==> src/rtl/mc_ctrl_pkg.sv <==
// Shared encodings for the multi-cycle main control FSM.
// ADDI_EN adds the ADDIEX/ADDIWB states for addi.
package mc_ctrl_pkg;

    localparam int OPW = 6;
    localparam int STW = 4;

    typedef enum logic [STW-1:0] {
        S_FETCH  = 4'd0,
        S_DECODE = 4'd1,
        S_MEMADR = 4'd2,
        S_MEMRD  = 4'd3,
        S_MEMWB  = 4'd4,
        S_MEMWR  = 4'd5,
        S_EXEC   = 4'd6,
        S_ALUWB  = 4'd7,
        S_BRANCH = 4'd8,
        S_JUMP   = 4'd9,
        S_ADDIEX = 4'd10,
        S_ADDIWB = 4'd11
    } state_e;

    localparam logic [OPW-1:0] OP_RTYPE = 6'b000000;
    localparam logic [OPW-1:0] OP_LW    = 6'b100011;
    localparam logic [OPW-1:0] OP_SW    = 6'b101011;
    localparam logic [OPW-1:0] OP_BEQ   = 6'b000100;
    localparam logic [OPW-1:0] OP_J     = 6'b000010;
    localparam logic [OPW-1:0] OP_ADDI  = 6'b001000;

    localparam logic [1:0] ALUOP_ADD   = 2'b00;
    localparam logic [1:0] ALUOP_SUB   = 2'b01;
    localparam logic [1:0] ALUOP_FUNCT = 2'b10;

    localparam logic [1:0] SRCB_RT     = 2'b00;
    localparam logic [1:0] SRCB_FOUR   = 2'b01;
    localparam logic [1:0] SRCB_IMM    = 2'b10;
    localparam logic [1:0] SRCB_IMMSH2 = 2'b11;

    localparam logic [1:0] PCSRC_ALU    = 2'b00;
    localparam logic [1:0] PCSRC_ALUOUT = 2'b01;
    localparam logic [1:0] PCSRC_JUMP   = 2'b10;

    typedef struct packed {
        logic       pc_write;
        logic       pc_write_cond;
        logic       iord;
        logic       mem_read;
        logic       mem_write;
        logic       mem_to_reg;
        logic       ir_write;
        logic [1:0] pc_source;
        logic [1:0] alu_op;
        logic       alu_src_a;
        logic [1:0] alu_src_b;
        logic       reg_write;
        logic       reg_dst;
    } ctrl_t;

    function automatic logic is_legal(input logic [OPW-1:0] op);
        logic ok;
        ok = (op == OP_RTYPE) || (op == OP_LW) || (op == OP_SW) ||
             (op == OP_BEQ) || (op == OP_J);
`ifdef ADDI_EN
        ok = ok || (op == OP_ADDI);
`endif
        return ok;
    endfunction

endpackage

==> src/rtl/multicycle_main_control_if.sv <==
// Control bundle between the main FSM and the datapath.
// master = controller side, slave = datapath side.
interface multicycle_main_control_if;
    import mc_ctrl_pkg::*;

    logic [OPW-1:0] opcode;
    logic           mem_ready;
    logic           PCWrite;
    logic           PCWriteCond;
    logic           IorD;
    logic           MemRead;
    logic           MemWrite;
    logic           MemtoReg;
    logic           IRWrite;
    logic [1:0]     PCSource;
    logic [1:0]     ALUop;
    logic           ALUSrcA;
    logic [1:0]     ALUSrcB;
    logic           RegWrite;
    logic           RegDst;
    logic           illegal_op;
    logic [STW-1:0] state;

    modport master (
        input  opcode, mem_ready,
        output PCWrite, PCWriteCond, IorD, MemRead, MemWrite,
        output MemtoReg, IRWrite, PCSource, ALUop, ALUSrcA,
        output ALUSrcB, RegWrite, RegDst, illegal_op, state
    );

    modport slave (
        output opcode, mem_ready,
        input  PCWrite, PCWriteCond, IorD, MemRead, MemWrite,
        input  MemtoReg, IRWrite, PCSource, ALUop, ALUSrcA,
        input  ALUSrcB, RegWrite, RegDst, illegal_op, state
    );

endinterface

==> src/rtl/mc_ctrl_outdec.sv <==
// Moore output decoder: state (plus mem_ready in FETCH) to datapath controls.
// ADDI_EN enables decoding of the ADDIEX/ADDIWB states.
module mc_ctrl_outdec
    import mc_ctrl_pkg::*;
(
    input  state_e state,
    input  logic   mem_ready,
    output ctrl_t  ctrl
);

    // Every control defaults to 0; each state raises only what it uses.
    always_comb begin
        ctrl = '0;
        unique case (state)
            S_FETCH: begin
                ctrl.mem_read  = 1'b1;
                ctrl.alu_src_b = SRCB_FOUR;
                ctrl.alu_op    = ALUOP_ADD;
                ctrl.pc_source = PCSRC_ALU;
                ctrl.ir_write  = mem_ready;
                ctrl.pc_write  = mem_ready;
            end
            S_DECODE: begin
                ctrl.alu_src_b = SRCB_IMMSH2;
                ctrl.alu_op    = ALUOP_ADD;
            end
            S_MEMADR: begin
                ctrl.alu_src_a = 1'b1;
                ctrl.alu_src_b = SRCB_IMM;
                ctrl.alu_op    = ALUOP_ADD;
            end
            S_MEMRD: begin
                ctrl.mem_read = 1'b1;
                ctrl.iord     = 1'b1;
            end
            S_MEMWB: begin
                ctrl.reg_write  = 1'b1;
                ctrl.mem_to_reg = 1'b1;
            end
            S_MEMWR: begin
                ctrl.mem_write = 1'b1;
                ctrl.iord      = 1'b1;
            end
            S_EXEC: begin
                ctrl.alu_src_a = 1'b1;
                ctrl.alu_src_b = SRCB_RT;
                ctrl.alu_op    = ALUOP_FUNCT;
            end
            S_ALUWB: begin
                ctrl.reg_write = 1'b1;
                ctrl.reg_dst   = 1'b1;
            end
            S_BRANCH: begin
                ctrl.alu_src_a     = 1'b1;
                ctrl.alu_src_b     = SRCB_RT;
                ctrl.alu_op        = ALUOP_SUB;
                ctrl.pc_write_cond = 1'b1;
                ctrl.pc_source     = PCSRC_ALUOUT;
            end
            S_JUMP: begin
                ctrl.pc_write  = 1'b1;
                ctrl.pc_source = PCSRC_JUMP;
            end
`ifdef ADDI_EN
            S_ADDIEX: begin
                ctrl.alu_src_a = 1'b1;
                ctrl.alu_src_b = SRCB_IMM;
                ctrl.alu_op    = ALUOP_ADD;
            end
            S_ADDIWB: begin
                ctrl.reg_write = 1'b1;
            end
`endif
            default: ctrl = '0;
        endcase
    end

endmodule

==> src/rtl/multicycle_main_control.sv <==
// Multi-cycle MIPS-subset main control: state register, next-state, illegal_op.
// ADDI_EN adds addi support (DECODE -> ADDIEX -> ADDIWB -> FETCH).
module multicycle_main_control
    import mc_ctrl_pkg::*;
(
    input  logic                       clk,
    input  logic                       rst_n,
    multicycle_main_control_if.master  bus
);

    state_e state_q;
    state_e state_d;
    logic   illegal_q;
    logic   illegal_d;
    ctrl_t  ctrl;

    // Next state; opcode only matters in DECODE and MEMADR.
    always_comb begin
        state_d   = S_FETCH;
        illegal_d = 1'b0;
        unique case (state_q)
            S_FETCH:  state_d = bus.mem_ready ? S_DECODE : S_FETCH;
            S_DECODE: begin
                unique case (bus.opcode)
                    OP_LW, OP_SW: state_d = S_MEMADR;
                    OP_RTYPE:     state_d = S_EXEC;
                    OP_BEQ:       state_d = S_BRANCH;
                    OP_J:         state_d = S_JUMP;
`ifdef ADDI_EN
                    OP_ADDI:      state_d = S_ADDIEX;
`endif
                    default: begin
                        state_d   = S_FETCH;
                        illegal_d = !is_legal(bus.opcode);
                    end
                endcase
            end
            S_MEMADR: state_d = (bus.opcode == OP_SW) ? S_MEMWR : S_MEMRD;
            S_MEMRD:  state_d = bus.mem_ready ? S_MEMWB : S_MEMRD;
            S_MEMWB:  state_d = S_FETCH;
            S_MEMWR:  state_d = bus.mem_ready ? S_FETCH : S_MEMWR;
            S_EXEC:   state_d = S_ALUWB;
            S_ALUWB:  state_d = S_FETCH;
            S_BRANCH: state_d = S_FETCH;
            S_JUMP:   state_d = S_FETCH;
`ifdef ADDI_EN
            S_ADDIEX: state_d = S_ADDIWB;
            S_ADDIWB: state_d = S_FETCH;
`endif
            default:  state_d = S_FETCH;
        endcase
    end

    // State and illegal_op registers; reset aborts any instruction in flight.
    always_ff @(posedge clk) begin
        if (!rst_n) begin
            state_q   <= S_FETCH;
            illegal_q <= 1'b0;
        end else begin
            state_q   <= state_d;
            illegal_q <= illegal_d;
        end
    end

    mc_ctrl_outdec u_outdec (
        .state     (state_q),
        .mem_ready (bus.mem_ready),
        .ctrl      (ctrl)
    );

    assign bus.PCWrite     = ctrl.pc_write;
    assign bus.PCWriteCond = ctrl.pc_write_cond;
    assign bus.IorD        = ctrl.iord;
    assign bus.MemRead     = ctrl.mem_read;
    assign bus.MemWrite    = ctrl.mem_write;
    assign bus.MemtoReg    = ctrl.mem_to_reg;
    assign bus.IRWrite     = ctrl.ir_write;
    assign bus.PCSource    = ctrl.pc_source;
    assign bus.ALUop       = ctrl.alu_op;
    assign bus.ALUSrcA     = ctrl.alu_src_a;
    assign bus.ALUSrcB     = ctrl.alu_src_b;
    assign bus.RegWrite    = ctrl.reg_write;
    assign bus.RegDst      = ctrl.reg_dst;
    assign bus.illegal_op  = illegal_q;
    assign bus.state       = state_q;

endmodule

==> src/flat_wrapper.sv <==
// flat-port wrapper written by rule: the top's interface ports become plain ports
module multicycle_main_control_flat import mc_ctrl_pkg::*;
  (clk, rst_n, bus_opcode, bus_mem_ready, bus_PCWrite, bus_PCWriteCond, bus_IorD, bus_MemRead, bus_MemWrite, bus_MemtoReg, bus_IRWrite, bus_PCSource, bus_ALUop, bus_ALUSrcA, bus_ALUSrcB, bus_RegWrite, bus_RegDst, bus_illegal_op, bus_state);
  multicycle_main_control_if bus_i ();
  input  logic clk;
  input  logic rst_n;
  input wire logic [$bits(bus_i.opcode)-1:0] bus_opcode;
  input wire logic [$bits(bus_i.mem_ready)-1:0] bus_mem_ready;
  output wire logic [$bits(bus_i.PCWrite)-1:0] bus_PCWrite;
  output wire logic [$bits(bus_i.PCWriteCond)-1:0] bus_PCWriteCond;
  output wire logic [$bits(bus_i.IorD)-1:0] bus_IorD;
  output wire logic [$bits(bus_i.MemRead)-1:0] bus_MemRead;
  output wire logic [$bits(bus_i.MemWrite)-1:0] bus_MemWrite;
  output wire logic [$bits(bus_i.MemtoReg)-1:0] bus_MemtoReg;
  output wire logic [$bits(bus_i.IRWrite)-1:0] bus_IRWrite;
  output wire logic [$bits(bus_i.PCSource)-1:0] bus_PCSource;
  output wire logic [$bits(bus_i.ALUop)-1:0] bus_ALUop;
  output wire logic [$bits(bus_i.ALUSrcA)-1:0] bus_ALUSrcA;
  output wire logic [$bits(bus_i.ALUSrcB)-1:0] bus_ALUSrcB;
  output wire logic [$bits(bus_i.RegWrite)-1:0] bus_RegWrite;
  output wire logic [$bits(bus_i.RegDst)-1:0] bus_RegDst;
  output wire logic [$bits(bus_i.illegal_op)-1:0] bus_illegal_op;
  output wire logic [$bits(bus_i.state)-1:0] bus_state;
  assign bus_i.opcode = bus_opcode;
  assign bus_i.mem_ready = bus_mem_ready;
  assign bus_PCWrite = bus_i.PCWrite;
  assign bus_PCWriteCond = bus_i.PCWriteCond;
  assign bus_IorD = bus_i.IorD;
  assign bus_MemRead = bus_i.MemRead;
  assign bus_MemWrite = bus_i.MemWrite;
  assign bus_MemtoReg = bus_i.MemtoReg;
  assign bus_IRWrite = bus_i.IRWrite;
  assign bus_PCSource = bus_i.PCSource;
  assign bus_ALUop = bus_i.ALUop;
  assign bus_ALUSrcA = bus_i.ALUSrcA;
  assign bus_ALUSrcB = bus_i.ALUSrcB;
  assign bus_RegWrite = bus_i.RegWrite;
  assign bus_RegDst = bus_i.RegDst;
  assign bus_illegal_op = bus_i.illegal_op;
  assign bus_state = bus_i.state;
  multicycle_main_control u_core (.clk(clk), .rst_n(rst_n), .bus(bus_i));
endmodule
==> config.mk <==
export PLATFORM = sky130hd
export DESIGN_NAME = multicycle_main_control_flat
export DESIGN_NICKNAME = d
export VERILOG_FILES = /design/src/rtl/mc_ctrl_pkg.sv /design/src/rtl/multicycle_main_control_if.sv /design/src/rtl/mc_ctrl_outdec.sv /design/src/rtl/multicycle_main_control.sv /design/src/flat_wrapper.sv
export SDC_FILE = /design/constraint.sdc
export NUM_CORES = 1
export LEC_CHECK = 0
export BUFFER_PORTS_ARGS = -buffer_cell sky130_fd_sc_hd__buf_2
export CAP_MARGIN = 5
export CORE_UTILIZATION = 36
export DETAILED_ROUTE_END_ITERATION = 6
export PLACE_DENSITY = 0.72
export SETUP_SLACK_MARGIN = 0.2
export SLEW_MARGIN = 30
export SYNTH_ARGS = -nofsm -noshare
export SYNTH_HDL_FRONTEND = slang
export SYNTH_SLANG_ARGS = --single-unit
==> constraint.sdc <==
create_clock -name clk -period 1.4 [get_ports clk]
set_clock_uncertainty 0.1 [all_clocks]
set_input_delay 0.21 -clock clk [delete_from_list [all_inputs] [get_ports clk]]
set_output_delay 0.21 -clock clk [all_outputs]
set_load 0.02 [all_outputs]
==> results of run 1 <==
## timing repair
| item | in CTS |
|---|---|
| pin swaps | 16 |
| setup buffers | 7 |
| hold buffers | 0 |
| endpoints found under the hold margin | 0 |
| endpoints found under the setup margin | 23 |
| resized for setup | 47 |
## logic make-up after synthesis
kind of cell / count (synthesis) / share of synthesized area (%)
compound gates: 11 / 14.8
xor+xnor: 3 / 5.44
buf+inv: 7 / 10.6
flops: 5 / 20.7
simple gates: 41 / 48.4
## per-stage QoR
stage | setup WS, ns | setup TNS (ns) | util (%) | area, um2
detailed placement | -0.0580 | -0.0683 | 67.2 | 787
global placement | -0.0414 | -0.0414 | 67.2 | 787
floorplan | -0.0949 | -0.482 | - | 634
CTS | -0.157 | -1.66 | 87.6 | 1030
==> metrics.txt, run 1 <==
outcome=aborted with a tool error; Last stage=global routing (5_1_grt); Log Error=[ERROR DPL-0038] Utilization greater than 100%, impossible to legalize; Crit. endpoint post-GRT repair=bus_PCWrite; die width=about 39 um; port bufs=29; sequential area share after synthesis=about 21%; Yosys Warn Count=0; Top FF cell, synth=dfxtp_1; largest net degree at the start of global routing=14; commonest cells in the synthesized netlist=13 x nor2_1, 5 x dfxtp_1, 5 x nand2_1, 5 x nor3_1, 4 x nand2b_1; Inst Count DP=approximately 110; CTS Sinks=5; IO Pins=30; clk root buf=clkbuf_4; area leader, netlist=dfxtp_1; Seq cells post-synth=5; number of flops mapped to enable cells by yosys=0; most frequent cell after synthesis=nor2_1; asr flop ratio synth=0%; largest cells by area after synthesis=dfxtp_1 21%, nor2_1 10%, xnor2_1 5.4%; CTS Buffer Depth=2; post-synthesis cell count=67; worst endpoint type=top-level output; synth unique cells=28; number of core rows=12; chip height=38.6 um; H-tree lvl count=1; CTS buffer count=3; starting density of the core=between 40% and 50%; routability cong.=0.772; dpl hpwl=1.06 mm; syn avg cell area=around 7.2 um2; Cell Area, Synth=483 um2; Synth top area share=between 20 and 25%; post-synthesis net count=76
==> inputs of run 2 (changes only) <==
CORE_AREA = 2 2 63 65   (was not set)
CORE_UTILIZATION = not set   (was 36)
DIE_AREA = 0 0 65 67   (was not set)
PLACE_DENSITY = not set   (was 0.72)
PLACE_DENSITY_LB_ADDON = 0.15   (was not set)
SETUP_SLACK_MARGIN = not set   (was 0.2)
clock period = 1.8 ns   (was 1.4 ns; I/O delays follow)
==> metrics.txt, run 2 <==
crit path max fanout=9; Leak=about 0.00033 uW; die width=65 um (was 38.6 um); most frequent cells in the layout=29 x buf_2, 13 x nor2_1, 5 x nand2_1; most frequent cell after synthesis=nor2_1 (unchanged); Iter 0 DRT Violations=21; Core Area=approximately 3600 um2; initial antenna violation count=0; sw power=approximately 110 uW; number of flops mapped to enable cells by yosys=0 (unchanged); post-synthesis net count=76 (unchanged); layout overhead on the synthesized area=49.7%; sequential area share after synthesis=20.7% (unchanged); GRT overflow=0; PwrDens=561 nW/um2; power share of the combinational group=around 20%; setup TNS=0 ns; clk root buf=clkbuf_8 (was clkbuf_4); Seq cells post-synth=5 (unchanged); H-tree lvl count=1 (unchanged); IO Pins=30 (unchanged); critical path launch point=u_core.bus.state[0]; outcome=finished, final reports clean (was aborted with a tool error); Design Area, Final=a little over 700 um2; setup slack after layout=roughly 0.1 ns; CTS buffer count=3 (unchanged); Buf/Inv on CP=2; hold buffers post-CTS=0 (unchanged); Vias/cell=~4; Sw Share=between 20% and 30%; Hold Path Depth=3; max cap viols=0; vias in the first global route=just under 600; placed cell areas=671 um2 (was 787 um2); Hold Violations, Final=0; asr flop ratio synth=0% (unchanged); Crit-path slowest cell=dfxtp_2; worst path required time=1.43 ns; synth unique cells=28 (unchanged); CTS Buffer Depth=2 (unchanged); net count reported at finish=106; latest clock arrival within the worst-skew pair=0.22 ns; crit path kind=flip-flop to output port; Synth top area share=20.7% (unchanged); chip height=67 um (was 38.6 um); CTS tree=built; period utilisation layout=94.6%; post-CTS setup buffers=0 (was 7); Top FF cell, synth=dfxtp_1 (unchanged); CP top delay family=buffers and inverters; f_max=0.588 GHz; register share of total power=29.3%; Worst R2R Start=u_core.bus.state[0]; number of core rows=22 (was 12); Inserted Diodes=0; post-synthesis cell count=67 (unchanged); hold wc startpoint=rst_n; most common cell after layout, fill and taps aside=buf_2; filler instances=roughly 420; largest cells by area after synthesis=dfxtp_1 21%, nor2_1 10%, xnor2_1 5.4% (unchanged); Final ANT Viol Nets=0; P_int=299 uW; worst slack, placed=0.167 ns (was -0.0580 ns); Total GRT Usage=7.83%; dpl hpwl=1.29 mm (was 1.06 mm); CTS Sinks=5 (unchanged); port bufs=29 (unchanged); clk slew on worst S/H paths=roughly 0.040 ns; Worst path depth=5; post-layout minimum cycle time=~1.7 ns; starting density of the core=13.4% (was 41.2%); area leader, netlist=dfxtp_1 (unchanged); CP Launch Type=flip-flop; routability cong.=0.692 (was 0.772); Final Slew Violations=0; ratio of cells with drive above 1 in the final layout=44.8%; Routed WL=about 1.6 mm; WL/cell=around 11 um; CP cell instances=buf_4, nor3b_1, a21oi_1, nor3_1, buf_2; largest net degree at the start of global routing=15; Slew headroom=between 70% and 80%; maximum vdd drop=~0.11 mV; RSZ-0062 raised after global routing=false; critical path's largest stage delay=0.35 ns; syn avg cell area=7.21 um2 (unchanged); r2r worst-path depth=3; Yosys Warn Count=0 (unchanged); commonest cells in the synthesized netlist=13 x nor2_1, 5 x dfxtp_1, 5 x nand2_1, 5 x nor3_1, 4 x nand2b_1 (unchanged); die area=4360 um2; number of flip-flops in the largest register=4; Clk pwr share=around half; hold crit path type=primary input to flip-flop; reg2reg setup slack=between 0.2 and 0.3 ns; Crit path arrival time=1.33 ns; via count=571; Final setup viols=0; first-pass GRT wire length=between 2 and 3 mm; first-pass iteration count of the detailed router=4; Cell Area, Synth=483 um2 (unchanged); Worst Tran Pin Value=between 0.3 and 0.4 ns; Setup crit end kind=output port; Post-route DRC=0
[run 2: cell counts after synthesis]
Identical to the previous run, type by type.
[run 2: worst paths after layout]
path / to
hold reg to reg: u_core.bus.state[0]
hold / removal: u_core.bus.illegal_op
setup reg to reg: u_core.bus.state[1]
setup / recovery: bus_PCWrite
[run 2: tightest hold or removal path, cell delays in order]
cell	delay [ns]
buf_2	0.11
nand2_1	0.06
a211oi_1	0.04
[run 2: area by class of cell]
cell class	count	area [um2]	area share (%)
clock buffer	4	45.0	6.23
multi-input combinational	55	345	47.8
sequential	5	105	14.5
timing repair buffer	32	168	23.2
tap	48	60.1	8.30
[run 2: per-stage QoR]
stage / instances / power (uW) / util [%] / hold WS [ns]
2_1_floorplan: 67 / 165 / - / 0.291
3_3_place_gp: 140 / 202 / 18.6 / 0.440
6_report: 144 / 406 / 20.1 / 0.212
4_1_cts: 144 / 412 / 19.9 / 0.211
3_5_place_dp: 140 / 202 / 18.6 / 0.444
5_1_grt: 144 / 429 / 20.1 / 0.220
[run 2: power by group through the flow]
| stage | combinational (uW) | sequential (uW) | clock (uW) |
|---|---|---|---|
| 3_5_place_dp | 81.7 | 120 | 0 |
| 2_1_floorplan | 43.5 | 122 | 0 |
| 4_1_cts | 82.5 | 119 | 211 |
| 3_3_place_gp | 82.7 | 120 | 0 |
| 6_report | 81.6 | 119 | 206 |
| 5_1_grt | 89.6 | 119 | 220 |
[run 2: cell families (layout without fill, tap and decap cells)]
family / Yosys count / in the layout / synth area share (%)
buffers and inverters: 7 / 36 / 10.6
XOR/XNOR: 3 / 3 / 5.44
AO/OA/AOI/OAI: 11 / 11 / 14.8
flip-flops: 5 / 5 / 20.7
AND/OR/NAND/NOR: 41 / 41 / 48.4
[run 2: routing by layer]
metal	track usage [%]	vias to the layer above	share of wire, %
met2	13.3	28	45
met1	9.57	246	47
met5	0	-	0
li1	-	295	-
met4	3.99	0	1.1
met3	1.18	2	6.2
[run 2: repair_timing]
action	in CTS	in global routing
endpoints found under the hold margin	0	0
setup endpoints to repair	2	8
resized for setup	1	4
Power figures use the tool's default switching activity.
==> inputs of run 3 (changes only) <==
ABC_AREA = 1   (was not set)
==> metrics.txt, run 3 <==
power share of the combinational group=18.5% (was 20.1%); Routed WL=1.47 mm (was 1.62 mm); port bufs=29 (unchanged); number of core rows=22 (unchanged); Seq cells post-synth=5 (unchanged); starting density of the core=14.0% (was 13.4%); Sw Share=27.1% (was 26.4%); Post-route DRC=0 (unchanged); register share of total power=29.4% (was 29.3%); Final Slew Violations=0 (unchanged); hold worst-path end=u_core.bus.illegal_op (unchanged); chip height=67 um (unchanged); Cell Area, Synth=504 um2 (was 483 um2); CP cell instances=inv_1, nor2_2, inv_1, o21ai_0, buf_2 (was buf_4, nor3b_1, a21oi_1, nor3_1, buf_2); number of flip-flops in the largest register=4 (unchanged); number of flops mapped to enable cells by yosys=0 (unchanged); Core Area=3610 um2 (unchanged); Inserted Diodes=0 (unchanged); commonest cells in the synthesized netlist=21 x nor2_1, 19 x inv_1, 17 x nand2_1 (was 13 x nor2_1, 5 x dfxtp_1, 5 x nand2_1, 5 x nor3_1, 4 x nand2b_1); die width=65 um (unchanged); CTS buffer count=3 (unchanged); die area=4360 um2 (unchanged); via count=622 (was 571); period utilisation layout=92.2% (was 94.6%); sw power=109 uW (was 107 uW); WL/cell=8.42 um (was 11.3 um); hold crit path type=primary input to flip-flop (unchanged); Slew headroom=81.3% (was 78.7%); Worst Tran Pin Value=0.281 ns (was 0.320 ns); Leak=0.000465 uW (was 0.000328 uW); CTS tree=built (unchanged); total power=401 uW (was 406 uW); Top FF cell, synth=dfxtp_1 (unchanged); RSZ-0062 raised after global routing=false (unchanged); Design Area, Final=741 um2 (was 723 um2); crit path max fanout=5 (was 9); post-synthesis net count=104 (was 76); ratio of cells with drive above 1 in the final layout=36.5% (was 44.8%); Total GRT Usage=7.08% (was 7.83%); filler instances=421 (was 422); Clk pwr share=52.1% (was 50.6%); largest net degree at the start of global routing=8 (was 15); post-CTS setup buffers=0 (unchanged); Critical Path Most Common Cell=inv_1; PwrDens=541 nW/um2 (was 561 nW/um2); Hold Violations, Final=0 (unchanged); cts repair resizes=0 (was 1); crit path kind=flip-flop to output port (unchanged); Synth top area share=19.9% (was 20.7%); post-layout minimum cycle time=1.66 ns (was 1.70 ns); setup TNS=0 ns (unchanged); CP Launch Type=flip-flop (unchanged); most common cell after layout, fill and taps aside=buf_2 (unchanged); worst path required time=1.43 ns (about the same); maximum vdd drop=0.375 mV (was 0.108 mV); first-pass iteration count of the detailed router=4 (unchanged); routability cong.=0.786 (was 0.692); sequential area share after synthesis=19.9% (was 20.7%); P_int=292 uW (was 299 uW); CTS Buffer Depth=2 (unchanged); layout overhead on the synthesized area=46.9% (was 49.7%); Crit-path slowest cell=dfxtp_1 (was dfxtp_2); f_max=0.603 GHz (was 0.588 GHz); critical path's largest stage delay=0.38 ns (was 0.35 ns); Worst R2R Start=u_core.bus.state[3] (was u_core.bus.state[0]); Reg2Reg Capture Point=u_core.bus.state[2] (was u_core.bus.state[1]); Final ANT Viol Nets=0 (unchanged); initial antenna violation count=0 (unchanged); most frequent cells in the layout=29 x buf_2, 21 x nor2_1, 19 x inv_1 (was 29 x buf_2, 13 x nor2_1, 5 x nand2_1); reg2reg setup slack=0.56 ns (was 0.26 ns); hold buffers post-CTS=0 (unchanged); most frequent cell after synthesis=nor2_1 (unchanged); Vias/cell=3.57 (was 3.97); clk root buf=clkbuf_8 (unchanged); Setup crit end kind=output port (unchanged); synth unique cells=15 (was 28); Iter 0 DRT Violations=20 (was 21); Yosys Warn Count=0 (unchanged); latest clock arrival within the worst-skew pair=0.22 ns (about the same); hold wc startpoint=rst_n (unchanged); Final setup viols=0 (unchanged); clk slew on worst S/H paths=0.04 ns (about the same); asr flop ratio synth=0% (unchanged); vias in the first global route=529 (was 582); H-tree lvl count=1 (unchanged); first-pass GRT wire length=2.35 mm (was 2.62 mm); GRT overflow=0 (unchanged); area leader, netlist=dfxtp_1 (unchanged); max cap viols=0 (unchanged); CTS Sinks=5 (unchanged); net count reported at finish=136 (was 106); outcome=finished, final reports clean (unchanged); placed cell areas=694 um2 (was 671 um2); IO Pins=30 (unchanged); post-synthesis cell count=95 (was 67); dpl hpwl=1.28 mm (was 1.29 mm); syn avg cell area=5.31 um2 (was 7.21 um2); Hold Path Depth=3 (unchanged); r2r worst-path depth=7 (was 3); largest cells by area after synthesis=dfxtp_1 20%, nor2_1 16%, inv_1 14% (was dfxtp_1 21%, nor2_1 10%, xnor2_1 5.4%); Crit path arrival time=1.29 ns (was 1.33 ns)
==> run 3: stage by stage <==
step	utilization (%)	std cells	setup WS [ns]	hold slack, ns
floorplan	-	95	0.114	0.311
global placement	19.3	170	0.369	0.453
detailed placement	19.3	170	0.345	0.446
CTS	20.5	174	0.109	0.214
global route	20.5	174	0.0207	0.225
finish	20.5	174	0.141	0.217
==> run 3: worst max path at each step <==
stage,start,to,cells past startpoint
finish,u_core.bus.state[2],bus_IorD,5
global route,u_core.bus.state[2],bus_IorD,5
CTS,u_core.bus.state[2],bus_IorD,5
detailed placement,u_core.bus.state[2],bus_IorD,5
global placement,u_core.bus.state[2],bus_IorD,5
floorplan,u_core.bus.state[0],bus_IorD,4
==> run 3: power by group through the flow <==
stage               clock, uW  sequential (uW)  combinational, uW
CTS                       216              118               74.8
detailed placement          0              119               74.7
finish                    209              118               74.1
floorplan                   0              122               42.5
global placement            0              119               75.4
global route              229              118               84.3
==> run 3: cell families after synthesis <==
logic type | after synthesis | share of synthesized area, %
AOI/OAI and AO/OA | 8 | 8.19
buffers and inverters | 24 | 19.4
DFF | 5 | 19.9
and+or+nand+nor | 58 | 52.6
==> run 3: layer usage <==
layer / vias up / global-route usage [%] / wire [um]
met5: - / 0 / 0
met4: 0 / 0.798 / 0
met3: 0 / 3.55 / 179
met2: 32 / 10.6 / 531
met1: 243 / 9.35 / 754
li1: 347 / - / -
==> run 3: worst max-delay path, delay by kind of cell (launching register included) <==
| family | cells | cell delay (ns) |
|---|---|---|
| buffers and inverters | 3 | 0.39 |
| flip-flops | 1 | 0.38 |
| AND/OR/NAND/NOR | 1 | 0.16 |
| AO/OA/AOI/OAI | 1 | 0.14 |
==> run 3: final cells by class <==
type                       instances  area [um2]  share of cell area, %
inverter                          22        82.6                   11.1
clock buffer                       4        45.0                   6.08
tap                               48        60.1                   8.11
multi-input combinational         66         307                   41.4
sequential                         5         101                   13.7
timing repair buffer              29         145                   19.6
